$ cat src/rtl/register.sv
// Generic N-bit state element: parallel load on enabled clock edges, asynchronous
// active-high reset to RST_VAL. Used for pipeline registers, PC and flag storage.
module register #(
    parameter int          N       = 32,
    parameter logic [N-1:0] RST_VAL = '0
) (
    input  logic         clk,
    input  logic         rst,
    input  logic         en,
    input  logic [N-1:0] D,
    output logic [N-1:0] Q
);

    // Storage flops: reset wins over enable, all N bits update together.
    always_ff @(posedge clk or posedge rst) begin
        if (rst) begin
            Q <= RST_VAL;
        end else if (en) begin
            Q <= D;
        end else begin
            Q <= Q;
        end
    end

endmodule

$ cat config.mk
export PLATFORM = sky130hd
export DESIGN_NAME = register
export DESIGN_NICKNAME = d
export VERILOG_FILES = /design/src/rtl/register.sv
export SDC_FILE = /design/constraint.sdc
export NUM_CORES = 1
export LEC_CHECK = 0
export CORE_UTILIZATION = 30
export CTS_BUF_LIST = sky130_fd_sc_hd__clkbuf_8
export CTS_CLUSTER_DIAMETER = 200
export CTS_CLUSTER_SIZE = 28
export DETAILED_ROUTE_END_ITERATION = 7
export GPL_ROUTABILITY_DRIVEN = 0
export HOLD_SLACK_MARGIN = 0.15
export PLACE_DENSITY_LB_ADDON = 0.2
export RECOVER_POWER = 25
export SYNTH_ARGS = -nofsm -noshare
export SYNTH_HDL_FRONTEND = slang
export SYNTH_SLANG_ARGS = --single-unit
$ cat constraint.sdc
create_clock -name clk -period 1.6 [get_ports clk]
set_input_delay 0.16 -clock clk [delete_from_list [all_inputs] [get_ports clk]]
set_output_delay 0.16 -clock clk [all_outputs]
set_load 0.1 [all_outputs]
==> metrics <==
status=finished, final reports clean; Final Setup Violations=0; largest net degree at the start of global routing=33; crit start category=input pin; met2 GRT Util=0.215; Worst EP arrival=1.36 ns; diode count=0; endpoint class of the critical path=async pin; critical path peak fanout=32; final hold vios=0; area delta synth->final=79.5%; WL/cell=14.7 microns; layout cells sized above 1=0.521; Unique masters post-synth=6; Filler Cell Count=369; commonest cells after routing, fill and taps aside=buf_12, dfrtp_1, clkdlybuf4s50_1; antenna-violating nets left=0; CP cell instances=dlygate4sd3_1 > inv_1 > clkbuf_2; CTS Hold Bufs=0; Register Area=801 sq um; # H-tree levels=2; CTS sink count=32; total CTS buffers=5; Final period util=0.655; I/O Buffers=66; power per cell area=1140 mW/mm^2; Via density=4.28; Max Fclk=954 MHz; CTS max path bufs=2; met1 global-route usage=0.157; total track usage=0.132; Synth Instances=69; Core Region=0.00432 sq mm; Final HPWL DP=2040 microns; die footprint=0.00477 sq mm; drt first pass iters=5; GRT busiest layer=met2; Clock Pin Slew Worst Setup and Hold Paths=0.06 ns; number of global-route vias before repair=938; remaining global-route overflow=0; Largest register FFs=32; post-CTS setup buffer count=0; Iter 0 DRT Violations=15; FP Rows=24; Root Driver=clkbuf_8; area of the multi-input gates=473 sq um; first-pass GRT wire length=4890 microns; Largest Register=Q; Relative slew margins=0.476; I/O pin total=67; via count=821; RSZ-0062 raised after global routing=false; Cell Area, Synth=0.00135 sq mm; CTS tree=built; setup TNS=0 ns; detailed-route DRC error count=0; Synth Area per Inst=19.5 sq um; worst slew pin tran=0.786 ns; Pleak=1.13 nW; die width=69.1 microns; register area share after synthesis=0.594; Synthesis Warnings=0; Worst path max stage delay=0.61 ns; layout net count=175; worst clock skew=0 ns; initial antenna violation count=0; most common cell after layout, fill and taps aside=buf_12; synthesized flop and latch total=32; hold crit path type=in -> reg; Die Height=69.1 microns; CP max-delay cell=clkbuf_2; min Tclk post-route=1.05 ns; Worst IR Drop VDD=521 uV; final core utilization=0.560; Largest regs=Q: 32 flops; fin. max-slew vios=0; met3 usage=0.0585; Initial Util=0.312; Worst Path Required=1.91 ns; syn_nets=104; Post-Route WL=2830 microns; worst skew pair latency=0.27 ns; critical path type=in -> async; cells resized by post-CTS repair=0; MaxCap Viol Count=0
logic make-up (layout without fill, tap and decap cells):
kind of cell | Yosys count | after routing | synth area share
buffers and inverters | 5 | 76 | 0.0557
DFF | 32 | 32 | 0.594
muxes | 32 | 32 | 0.351
synth_stat cells:
cell type / instances / area share
buf_12: 3 / 0.045
buf_6: 1 / 0.0083
dfrtp_1: 32 / 0.59
inv_1: 1 / 0.0028
mux2_2: 2 / 0.017
mux2_4: 30 / 0.33
report_power, final:
| group | switching [mW] | internal [mW] |
|---|---|---|
| Combinational | 0.719 | 0.502 |
| Clock | 0.273 | 0.289 |
| Sequential | 0.0930 | 0.891 |
| Total | 1.08 | 1.68 |
per-layer routing:
metal	wire length, microns	up-vias
li1	-	374
met3	185	5
met1	1180	409
met4	36	0
met2	1420	33
met5	0	-
metrics by stage:
stage	cells	cell area (sq um)	power (mW)	worst slack, ns	hold WS (ns)
finish	192	2420	2.77	0.552	0.429
global route	192	2420	2.87	0.376	0.426
CTS	192	2420	2.80	0.549	0.282
detailed placement	185	2350	2.23	0.588	0.562
global placement	185	2350	2.22	0.609	0.560
floorplan	69	1350	1.73	0.342	0.276
area by class of cell:
cell class,count,share of cell area
multi-input cells,32,0.195
well taps,52,0.0269
inverters,1,0.00155
clock buffers,5,0.0284
clock inverters,2,0.00362
flip-flops and latches,32,0.331
repair buffers,68,0.413
final timing paths:
kind | startpoint | end | slack [ns] | cells after the start
setup / recovery | rst | Q[15] | 0.55 | 3
hold / removal | en | Q[29] | 0.43 | 3
setup reg to reg | Q[8] | Q[8] | 0.79 | 1
hold reg to reg | Q[24] | Q[24] | 0.58 | 1
max in group clk | Q[28] | Q[28] | 0.56 | 1
min in group asynchronous | rst | Q[13] | 0.55 | 3
critical path: cells and delay by family:
kind,cells,cell delay (ns)
buf+inv,3,1.19
(Power assumes the default switching activity.)
